--- config.mk ---
export PLATFORM = sky130hd
export DESIGN_NAME = phase_threshold_trigger
export DESIGN_NICKNAME = d
export VERILOG_FILES = /design/src/rtl/phase_threshold_trigger.sv
export SDC_FILE = /design/constraint.sdc
export NUM_CORES = 1
export LEC_CHECK = 0
export BUFFER_PORTS_ARGS = -buffer_cell sky130_fd_sc_hd__buf_2
export CORE_UTILIZATION = 40
export CTS_CLUSTER_DIAMETER = 30
export DETAILED_ROUTE_END_ITERATION = 6
export PLACE_DENSITY = 0.64
export SYNTH_ARGS = -nofsm -noshare
export SYNTH_HDL_FRONTEND = slang
export SYNTH_SLANG_ARGS = --single-unit
export TNS_END_PERCENT = 30
--- constraint.sdc ---
create_clock -name user_clk -period 3.1 [get_ports user_clk]
set_input_delay 0.155 -clock user_clk [delete_from_list [all_inputs] [get_ports user_clk]]
set_output_delay 0.155 -clock user_clk [all_outputs]
set_load 0.03 [all_outputs]
--- src/rtl/phase_threshold_trigger.sv ---
// rtl/phase_threshold_trigger.sv - negative-going pulse trigger with peak search and dead time
// Optional TRIG_EVENT_COUNT_EN adds a saturating trig_count output.
module phase_threshold_trigger #(
   parameter int DATA_W   = 16,
   parameter int TS_W     = 32,
   parameter int MAX_PEAK = 64
) (
   input  logic                     user_clk,
   input  logic                     user_rst,
   input  logic [31:0]              threshold_in,
   input  logic                     in_valid,
   input  logic signed [DATA_W-1:0] in_data,
   output logic                     trig_valid,
   output logic signed [DATA_W-1:0] trig_peak,
   output logic [TS_W-1:0]          trig_time,
`ifdef TRIG_EVENT_COUNT_EN
   output logic [31:0]              trig_count,
`endif
   output logic                     busy
);

   localparam int PK_W = $clog2(MAX_PEAK + 1);
   localparam logic [PK_W-1:0] PK_MAX = PK_W'(MAX_PEAK);

   typedef enum logic [1:0] {
      IDLE = 2'd0,
      PEAK = 2'd1,
      DEAD = 2'd2
   } state_t;

   state_t                   state, state_nxt;
   logic [11:0]              cfg_dead;
   logic [TS_W-1:0]          ts;
   logic signed [DATA_W-1:0] min_val, min_nxt;
   logic [TS_W-1:0]          min_ts, min_ts_nxt;
   logic [PK_W-1:0]          pk_cnt, pk_nxt, pk_inc;
   logic [11:0]              dcnt, dcnt_nxt;
   logic                     emit;
   logic signed [DATA_W-1:0] emit_peak;
   logic [TS_W-1:0]          emit_time;
   logic                     enable;
   logic signed [DATA_W-1:0] thr_live;
   logic                     unused_cfg_bits;

   // In IDLE the config copy tracks threshold_in, so the live threshold is the copy's value.
   assign enable          = threshold_in[31];
   assign thr_live        = DATA_W'($signed(threshold_in[15:0]));
   assign pk_inc          = pk_cnt + PK_W'(1);
   assign busy            = (state != IDLE);
   assign unused_cfg_bits = &{1'b0, threshold_in[30:28]};

   always_comb begin
      state_nxt  = state;
      min_nxt    = min_val;
      min_ts_nxt = min_ts;
      pk_nxt     = pk_cnt;
      dcnt_nxt   = dcnt;
      emit       = 1'b0;
      emit_peak  = min_val;
      emit_time  = min_ts;
      case (state)
         IDLE: begin
            if (in_valid && (in_data < thr_live)) begin
               state_nxt  = PEAK;
               min_nxt    = in_data;
               min_ts_nxt = ts;
               pk_nxt     = PK_W'(1);
            end
         end
         PEAK: begin
            if (in_valid) begin
               if (in_data > min_val) begin
                  emit = 1'b1;
               end else begin
                  // Ties keep the earlier timestamp.
                  if (in_data < min_val) begin
                     min_nxt    = in_data;
                     min_ts_nxt = ts;
                  end
                  pk_nxt = pk_inc;
                  if (pk_inc == PK_MAX) begin
                     emit      = 1'b1;
                     emit_peak = min_nxt;
                     emit_time = min_ts_nxt;
                  end
               end
            end
         end
         DEAD: begin
            if (in_valid) begin
               if (dcnt <= 12'd1) begin
                  state_nxt = IDLE;
                  dcnt_nxt  = 12'd0;
               end else begin
                  dcnt_nxt = dcnt - 12'd1;
               end
            end
         end
         default: state_nxt = IDLE;
      endcase
      if (emit) begin
         dcnt_nxt  = cfg_dead;
         state_nxt = (cfg_dead != 12'd0) ? DEAD : IDLE;
      end
      if (!enable) begin
         state_nxt = IDLE;
         emit      = 1'b0;
      end
   end

   always_ff @(posedge user_clk) begin
      if (user_rst) begin
         state      <= IDLE;
         cfg_dead   <= 12'd0;
         ts         <= '0;
         min_val    <= '0;
         min_ts     <= '0;
         pk_cnt     <= '0;
         dcnt       <= 12'd0;
         trig_valid <= 1'b0;
         trig_peak  <= '0;
         trig_time  <= '0;
      end else begin
         state   <= state_nxt;
         ts      <= ts + TS_W'(1);
         min_val <= min_nxt;
         min_ts  <= min_ts_nxt;
         pk_cnt  <= pk_nxt;
         dcnt    <= dcnt_nxt;
         if (state == IDLE) begin
            cfg_dead <= threshold_in[27:16];
         end
         trig_valid <= emit;
         if (emit) begin
            trig_peak <= emit_peak;
            trig_time <= emit_time;
         end
      end
   end

`ifdef TRIG_EVENT_COUNT_EN
   always_ff @(posedge user_clk) begin
      if (user_rst || !enable) begin
         trig_count <= 32'd0;
      end else if (emit && (trig_count != 32'hFFFF_FFFF)) begin
         trig_count <= trig_count + 32'd1;
      end
   end
`endif

endmodule

# Word-level counts from Yosys, hierarchy flattened
# Index checks and enable logic that the tools add are counted.
dict set report classes {
  addsub 3
  magnitude_cmp 4
  eq_ne 10
  mux 37
  n_bitwise 1
  n_reduce_logical 11
}
# operator count
set op_table {}
lappend op_table {{32-bit 2-to-1 mux} 8}
lappend op_table {{16-bit 2-to-1 mux} 8}
lappend op_table {{32-bit case mux with 2 select lines} 1}
lappend op_table {{12-bit 2-to-1 mux} 4}
lappend op_table {{32-bit by 1-bit adder with 32-bit output, second input constant} 1}
lappend op_table {{16-bit < comparator} 2}
lappend op_table {{16-bit case mux with 2 select lines} 1}
lappend op_table {{7-bit 2-to-1 mux} 3}
lappend op_table {{16-bit > comparator} 1}
lappend op_table {{7-bit case mux with 2 select lines} 1}
lappend op_table {{12-bit by 1-bit less-or-equal comparator with 1-bit output, second input constant} 1}
lappend op_table {{12-bit nonzero test} 1}
lappend op_table {{12-bit by 1-bit subtractor with 12-bit output, second input constant} 1}
lappend op_table {{2-bit 2-to-1 mux} 5}
lappend op_table {{3-bit != test, second input constant} 3}
lappend op_table {{2-bit != test, second input constant} 4}
lappend op_table {{4-bit AND reduction} 2}
lappend op_table {{2-bit nonzero test} 4}
lappend op_table {{7-bit by 1-bit adder with 7-bit output, second input constant} 1}
lappend op_table {{7-bit == test, second input constant} 1}
lappend op_table {{2-bit case mux with 3 select lines} 1}
lappend op_table {{1-bit 2-to-1 mux} 5}
lappend op_table {{2-bit by 1-bit == test with 1-bit output, second input constant} 1}
lappend op_table {{2-bit == test, second input constant} 1}
lappend op_table {{other kinds (5)} 5}
dict set report word_totals {
  ff_bits 162
  inputBits 51
  wordCells 76
}

# Depth between registers and ports, before layout
# Gate-level depths: netlist of the first run.
dict set report logic_depth {
  word_depth 8
  ltp_mapped 11
  ltp_nobuf 9
}

# Worst setup path before layout of the first run
# Ideal clock, no wire load.
dict set report synth_path {
  path_type {register -> register}
  start {reg min_val[15]}
  end {reg min_ts[19]}
  setup_time_ns 0.117
  arrival_ns 2.379
  slack_ns 0.604
  path_stages_with_launch 12
  cell_sequence {dfxtp_1 > inv_1 > ha_1 > nand4_2 > o21bai_1 > nor4_2 > o2111ai_2 > nand4_4 > nand2_1 > buf_2 > buf_6 > a22o_1}
}
dict set report synth_between {
  elab_chain_cells 5
}
# element line_no
set synth_lines {}
lappend synth_lines {{from (decl)} 34} ;# logic signed [DATA_W-1:0] min_val, min_nxt;
lappend synth_lines {{from (signal assigned)} 126} ;# min_val <= min_nxt;
lappend synth_lines {{16-bit < comparator} 76} ;# if (in_data < min_val) begin
lappend synth_lines {{32-bit 2-to-1 mux} 76}
lappend synth_lines {{32-bit 2-to-1 mux} 72} ;# if (in_data > min_val) begin
lappend synth_lines {{32-bit 2-to-1 mux} 71} ;# if (in_valid) begin
lappend synth_lines {{32-bit case mux with 2 select lines} 61} ;# case (state)
lappend synth_lines {{to (signal assigned)} 127} ;# min_ts <= min_ts_nxt;
lappend synth_lines {{to (decl)} 35} ;# logic [TS_W-1:0] min_ts, min_ts_nxt;
# Parallel ways exist; a longest one is shown, timed or not. The select of a mux whose other input is x is not followed.
# A chain may end at the register's enable or synchronous reset.

# Worst setup path in the final report of the first run
dict set report layout_path {
  start {reg min_val[15]}
  end {reg min_ts[14]}
}
# Same word-level chain as after synthesis.

==> results of run 1 <==
-- critical path, cell delays in order (launching register included) --
cell,delay [ns]
dfxtp_1,0.32
inv_1,0.06
ha_1,0.35
nand4_2,0.18
nor4_2,0.36
nand4_1,0.33
or2_4,0.37
nand4_4,0.13
nand2_1,0.09
buf_4,0.29
a22o_1,0.28
-- power by group through the flow --
stage / registers, mW / logic (mW) / clock network, mW
final: 2.16 / 0.415 / 2.22
after detailed placement: 2.20 / 0.392 / 0
after global placement: 2.20 / 0.389 / 0
after floorplan: 2.21 / 0.263 / 0
after CTS: 2.16 / 0.416 / 2.26
after global routing: 2.16 / 0.468 / 2.35
-- logic make-up after synthesis --
group / after synthesis / share of synthesized area, %
AO/OA/AOI/OAI: 240 / 22.4
XOR/XNOR: 30 / 3.41
adder cells (fa/ha/maj): 35 / 5.69
buffers and inverters: 88 / 5.96
flip-flops: 162 / 42.1
multiplexers: 46 / 6.00
AND/OR/NAND/NOR: 218 / 14.4
-- registers in the layout, indices dropped and copies added, names as in the netlist --
signal,flops
pk_cnt,7
ts,32
cfg_dead,12
dcnt,12
min_ts,32
min_val,16
trig_peak,16
trig_valid,1
trig_time,32
state,2
-- layout make-up --
cell class              instances  area share, %
multi-input cells             569           43.5
flip-flops and latches        162           35.2
repair buffers                137           9.61
clock buffers                  22           5.26
well taps                     234           3.18
inverters                      40           1.63
clock inverters                10           1.60
-- synthesized netlist by cell type, drive strengths merged (2+ instances only) --
master / count / area share [%]
nand4b: 2 / 0.23
nand2b: 2 / 0.20
a21oi: 88 / 5.7
a221oi: 4 / 0.45
a41oi: 2 / 0.23
xor2: 18 / 2.0
o31ai: 2 / 0.19
nor2b: 5 / 0.41
nor4: 8 / 0.81
xnor2: 12 / 1.4
a211oi: 47 / 5.7
a22o: 47 / 5.3
o21ai: 15 / 0.97
or3: 3 / 0.24
nor2: 56 / 2.7
a21o: 5 / 0.49
a31o: 2 / 0.34
and3: 14 / 1.1
nor3: 16 / 1.1
o22ai: 2 / 0.16
a31oi: 8 / 0.65
o2111ai: 3 / 0.42
dfxtp: 162 / 42
inv: 40 / 1.9
nand4: 15 / 1.5
nand3: 18 / 1.2
mux2i: 45 / 5.8
nand2: 60 / 2.9
and2: 9 / 0.80
a22oi: 5 / 0.49
buf: 26 / 2.9
nor3b: 2 / 0.19
o211ai: 2 / 0.37
clkbuf: 22 / 1.1
ha: 35 / 5.7
and4: 5 / 0.57
-- cell usage in the layout, fill, tap and decap left out, types with 4 or more instances in the layout --
master | synthesis | routed
clkbuf_8 | 0 | 4
a31oi_1 | 8 | 8
a22oi_1 | 5 | 5
ha_1 | 35 | 35
nor2_1 | 56 | 56
nand4_1 | 13 | 13
nand3_1 | 17 | 17
a22o_1 | 47 | 47
xor2_1 | 18 | 18
buf_4 | 6 | 15
nor3_1 | 15 | 15
o21ai_0 | 15 | 15
and2_1 | 5 | 5
a21o_1 | 5 | 5
xnor2_1 | 12 | 12
nand2_1 | 60 | 60
inv_1 | 40 | 40
a21oi_1 | 88 | 88
a211oi_1 | 30 | 30
dfxtp_1 | 162 | 162
and4_1 | 5 | 5
mux2i_1 | 45 | 45
dlygate4sd3_1 | 0 | 22
buf_2 | 11 | 96
clkbuf_16 | 0 | 17
nor4_1 | 6 | 6
nor2b_1 | 5 | 5
a211oi_2 | 17 | 17
a221oi_1 | 4 | 4
and3_1 | 14 | 14
-- routing by layer --
metal,routed length [um],up-vias,part of all wire (%),track usage (%)
met2,7790,149,43,29.2
met1,9260,2948,51,27.0
met5,0,-,0,0
met3,883,15,4.9,3.77
li1,-,3217,-,-
met4,161,0,0.89,5.66
-- worst paths after layout --
kind	slack, ns	to	cells past startpoint
worst max-delay path	0.22	min_ts[14]	10
worst min-delay path	0.02	min_val[10]	2
worst max register to register	0.22	min_ts[14]	10
worst min register to register	0.46	trig_time[26]	2
-- what timing repair did --
item | 4_1_cts | 5_1_grt
gates resized for setup | 0 | 1
hold endpoints to repair | 22 | 0
hold buffers | 22 | 0
setup endpoints to repair | 0 | 46
==> results.rst, run 1 <==
.. list-table::
   :header-rows: 1

   * - Metric
     - Value
   * - Maximum resistive drop on vdd
     - 380 uV
   * - DR iter-0 viols
     - 393
   * - Post-synth ARST share
     - 0%
   * - Final ANT Viol Nets
     - 0
   * - TritonCTS clock tree
     - built
   * - Drt wl/cell
     - 15.4 um
   * - Launching element type of the critical path
     - flip-flop
   * - Arrival time of the worst setup path
     - 3.20 ns
   * - Overall Power
     - 4.79 mW
   * - Sequential power share
     - 45.0%
   * - Post-DR vias/cell
     - 5.39
   * - HP Class
     - primary input to flip-flop
   * - Area of the multi-input gates
     - 4000 sq um
   * - Outcome
     - complete, no violations
   * - Most frequently used flop master after synthesis
     - dfxtp_1
   * - Worst hold start
     - in_data[10]
   * - Sequential element share of the synthesized area
     - 42.1%
   * - Gr usage total
     - 19.1%
   * - Buffers inserted by post-CTS timing repair
     - 0
   * - Psw
     - 1.14 mW
   * - Combinational cell fraction of total power
     - 8.7%
   * - Die Span Y
     - 141 um
   * - Post-detailed-placement half-perimeter wirelength
     - 12.0 mm
   * - Number of rows created at floorplan
     - 50
   * - Post-Synthesis Mean Instance Area
     - 9.40 sq um
   * - Residual overflow from global routing
     - 0
   * - Final setup violating endpoints
     - 0
   * - WP data required
     - 3.41 ns
   * - Final critical-path required period
     - 2.88 ns
   * - Post-route clock skew
     - 0.00936 ns
   * - Final RePlAce weighted congestion
     - 0.798
   * - Launch point of the worst reg-to-reg path
     - min_val[15]
   * - Clock-pin transition on the worst setup and hold timing paths
     - 0.06 ns
   * - Critical Path Fanout Max
     - 38
   * - I/O pin count
     - 101
   * - Number of standard cells after synthesis
     - 819
   * - FF/Latch Area
     - 3240 sq um
   * - DR pass1 iterations
     - 5
   * - Final slew viol count
     - 0
   * - Leakage power
     - 4.02 nW
   * - Initial antenna violation count
     - 0
   * - Layout overhead on the synthesized area
     - 19.5%
   * - Unique masters post-synth
     - 64
   * - Final period utilization
     - 93.0%
   * - Final setup TNS
     - 0 ns
   * - CTS H-tree depth
     - 4
   * - Clock buffers created by TritonCTS
     - 17
   * - Switching power share of the total
     - 23.8%
   * - Timing startpoint of the critical path
     - min_val[15]
   * - Wire length of the first global-routing pass
     - 30.1 mm
   * - Internal
     - 3.65 mW
   * - Hold WS
     - 0.0167 ns
   * - Die Width
     - 141 um
   * - Number of synthesized flops with an enable pin
     - 0
   * - Area of the core
     - 18800 sq um
   * - Clk buf depth
     - 2
   * - Hold Violations, Final
     - 0
   * - Fraction of final layout cells with drive strength greater than 1
     - 18.9%
   * - Clk network pwr share
     - 46.3%
   * - Via count
     - 6329
   * - Worst-case setup slack after placement
     - 0.220 ns
   * - Placed cell area
     - 8350 sq um
   * - Peak clock frequency supported by timing
     - 347 MHz
   * - Nature of the critical path endpoint
     - flip-flop
   * - Number of antenna diodes
     - 0
   * - Synthesized netlist net count
     - 905
   * - Clock root cell
     - clkbuf_16
   * - Net count reported at finish
     - 1013
   * - Latest clock arrival within the worst-skew pair
     - 0.43 ns
   * - Path type of the worst setup path
     - flip-flop to flip-flop
   * - Final wirelength
     - 18.1 mm
   * - Number of filler cells placed in the layout
     - 1798
   * - Unrepaired setup endpoints after global routing
     - false
   * - Die Outline Area
     - 19800 sq um
   * - Layout Cell Area excl Fill
     - 9200 sq um
   * - Areal power density over the cells
     - 520 nW/um^2
   * - Max-cap viol count
     - 0
   * - Count of yosys warnings during synthesis
     - 0
   * - Worst rel slew slack
     - 48.4%
   * - Number of input and output port buffers inserted
     - 97
   * - Post-Place Cells
     - 1120
   * - Finished Core Util
     - 49.0%
   * - DRC violations left
     - 0
   * - Effective utilization at floorplan
     - 41.0%
   * - Maximum number of pins on one net before global-route repair
     - 65
   * - Number of synthesized register bits
     - 162
   * - Non-filler cells in the finished layout
     - 1174
   * - Minimum setup slack in the final design
     - 0.216 ns
   * - Via count of the first global-routing pass
     - 5897
   * - Cell Area, Synth
     - 7700 sq um
   * - Number of sinks on the clock net
     - 162
   * - Pin slew with the least headroom to its limit
     - 0.773 ns
Power figures use the tool's default switching activity.
==> run 2, diff against run 1 <==
- CORE_ASPECT_RATIO: unset -> 0.5
- CORE_UTILIZATION: 40 -> 58
- PLACE_DENSITY: 0.64 -> 0.85
==> run 2 against run 1 <==
  * The run now ends with DRC left
  * Critical path depth stayed put
  * Non-clock buffer count is 5 lower
  * Design area is 1.9% lower
  * Flip-flop and latch count stayed put
  * Maximum frequency is 1.2% lower
  * Sequential power hardly changed
  * Sequential share of layout area is 0.68 points higher
  * Global-route usage is 9.0 points higher
  * Highest routed layer unchanged
==> results.rst, run 2 (synthesis gave the netlist of run 1 again) <==
.. list-table::
   :header-rows: 1

   * - Metric
     - Value
   * - Outcome
     - finished, violations left
   * - Violations in the final reports
     - DRC
   * - Critical Path Fanout Max
     - 39
   * - Wire length of the first global-routing pass
     - 30.7 mm
   * - Via count of the first global-routing pass
     - 6389
   * - Area of the core
     - 12800 sq um
   * - HP Class
     - primary input to flip-flop
   * - Most frequent cells in the layout
     - dfxtp_1, buf_2, a21oi_1, nand2_1, nor2_1
   * - Cell family with the largest share of critical-path delay
     - simple AND/OR/NAND/NOR gates
   * - Path type of the worst setup path
     - flip-flop to flip-flop
   * - Die Span Y
     - 83.5 um
   * - Die Outline Area
     - 13800 sq um
   * - Cell with the largest stage delay on the worst path
     - ha_1
   * - Clock root cell
     - clkbuf_16
   * - Drt wl/cell
     - 16.9 um
   * - Final setup TNS
     - 0 ns
   * - Number of antenna diodes
     - 0
   * - Clock-pin transition on the worst setup and hold timing paths
     - 0.06 ns
   * - Post-DR vias/cell
     - 6.02
   * - WP data required
     - 3.38 ns
   * - DRC violations left
     - 1
   * - Hold Violations, Final
     - 0
   * - Most frequent standard cell in the layout excluding fill and tap cells
     - dfxtp_1
   * - Combinational cell fraction of total power
     - 8.9%
   * - Leakage power
     - 3.98 nW
   * - Post-detailed-placement half-perimeter wirelength
     - 12.1 mm
   * - Psw
     - 1.21 mW
   * - Number of sinks on the clock net
     - 162
   * - Switching power share of the total
     - 25.7%
   * - I/O pin count
     - 101
   * - Fraction of final layout cells with drive strength greater than 1
     - 19.0%
   * - Post-route clock skew
     - 0.0130 ns
   * - Gr usage total
     - 28.1%
   * - Launching element type of the critical path
     - flip-flop
   * - Top Registers
     - min_ts (32), trig_time (32), ts (32)
   * - Pin slew with the least headroom to its limit
     - 0.785 ns
   * - Residual overflow from global routing
     - 0
   * - DR pass1 iterations
     - 7
   * - Highest cell delay on the worst timing path
     - 0.37 ns
   * - Buffering stage count on the worst path with inverters included
     - 2
   * - Final slew viol count
     - 0
   * - Maximum number of pins on one net before global-route repair
     - 67
   * - Clock buffers created by TritonCTS
     - 17
   * - Arrival time of the worst setup path
     - 3.20 ns
   * - Final RePlAce weighted congestion
     - 0.899
   * - Clk network pwr share
     - 45.2%
   * - Nature of the critical path endpoint
     - flip-flop
   * - Effective utilization at floorplan
     - 60.1%
   * - Placed cell area
     - 8250 sq um
   * - Worst rel slew slack
     - 47.7%
   * - Area of the multi-input gates
     - 4000 sq um
   * - Worst-case setup slack after placement
     - 0.209 ns
   * - Via count
     - 6653
   * - Final critical-path required period
     - 2.92 ns
   * - Internal
     - 3.49 mW
   * - Number of rows created at floorplan
     - 29
   * - Series of cell instances along the critical path
     - inv_1 > ha_1 > nand4_2 > nor4_2 > a21bo_2 > o211ai_4 > nand2b_2 > buf_12 > mux2i_1 > a211oi_2
   * - Peak clock frequency supported by timing
     - 343 MHz
   * - Final period utilization
     - 94.1%
   * - Sequential power share
     - 45.9%
   * - Final setup violating endpoints
     - 0
   * - Number of input and output port buffers inserted
     - 97
   * - Minimum setup slack in the final design
     - 0.182 ns
   * - Layout Cell Area excl Fill
     - 9030 sq um
   * - Initial antenna violation count
     - 0
   * - Final wirelength
     - 18.6 mm
   * - Clk buf depth
     - 2
   * - Layout overhead on the synthesized area
     - 17.2%
   * - DR iter-0 viols
     - 540
   * - Areal power density over the cells
     - 520 nW/um^2
   * - Latest clock arrival within the worst-skew pair
     - 0.43 ns
   * - Number of filler cells placed in the layout
     - 979
   * - TritonCTS clock tree
     - built
   * - Maximum resistive drop on vdd
     - 282 uV
   * - FF/Latch Area
     - 3240 sq um
   * - Unrepaired setup endpoints after global routing
     - false
   * - Final ANT Viol Nets
     - 0
   * - CTS H-tree depth
     - 4
   * - Max-cap viol count
     - 0
   * - Net count reported at finish
     - 1008
   * - Die Width
     - 165 um
==> run 2: cell count changes in the layout (fill, tap and decap cells not counted) <==
cell	delta
buf_12	-1
bufinv_16	-1
clkbuf_1	-1
clkbuf_8	-4
clkinv_2	+1
dlygate4sd3_1	-4
inv_6	+3
inv_8	+2
==> run 2: cell type report <==
class | count | share of cell area [%]
clock buffer | 17 | 4.71
clock inverter | 15 | 1.90
inverter | 40 | 1.66
multi-input combinational | 569 | 44.3
sequential | 162 | 35.9
tap | 170 | 2.36
timing repair buffer | 132 | 9.14
==> run 2: layer usage <==
layer / vias to the layer above / GRT usage, % / share of wire, %
met5: - / 0 / 0
met4: 0 / 11.4 / 2.1
met3: 44 / 6.51 / 7.2
met2: 262 / 44.0 / 44
met1: 3146 / 37.3 / 46
li1: 3201 / - / -
==> run 2: timing repair <==
action                     in CTS  in global routing
gates resized for setup         0                  1
hold endpoints to repair       18                  0
buffers inserted                0                  0
setup endpoints to repair       0                 47
hold buffers                   18                  0
==> run 2: path summary, 6_finish.rpt <==
check | cells past startpoint | endpoint | slack [ns] | startpoint
worst max register to register | 10 | trig_time[18] | 0.18 | min_val[15]
worst max-delay path | 10 | trig_time[18] | 0.18 | min_val[15]
worst min-delay path | 2 | min_val[10] | 0.008 | in_data[10]
worst min register to register | 2 | trig_time[29] | 0.46 | trig_time[29]
==> run 2: power by group through the flow <==
stage	clock network, mW	registers, mW	logic [mW]
floorplan	0	2.21	0.263
global placement	0	2.20	0.374
detailed placement	0	2.20	0.386
CTS	2.15	2.16	0.410
global route	2.24	2.16	0.461
finish	2.12	2.16	0.417
==> run 2: through the flow <==
stage | cells | power (mW) | util [%] | hold WS, ns
finish | 1105 | 4.70 | 70.5 | 0.00842
global placement | 1055 | 2.57 | 64.4 | 0.396
floorplan | 819 | 2.47 | - | 0.280
global route | 1105 | 4.86 | 70.5 | 0.00707
CTS | 1105 | 4.71 | 70.4 | 0.000110
detailed placement | 1055 | 2.59 | 64.4 | 0.401
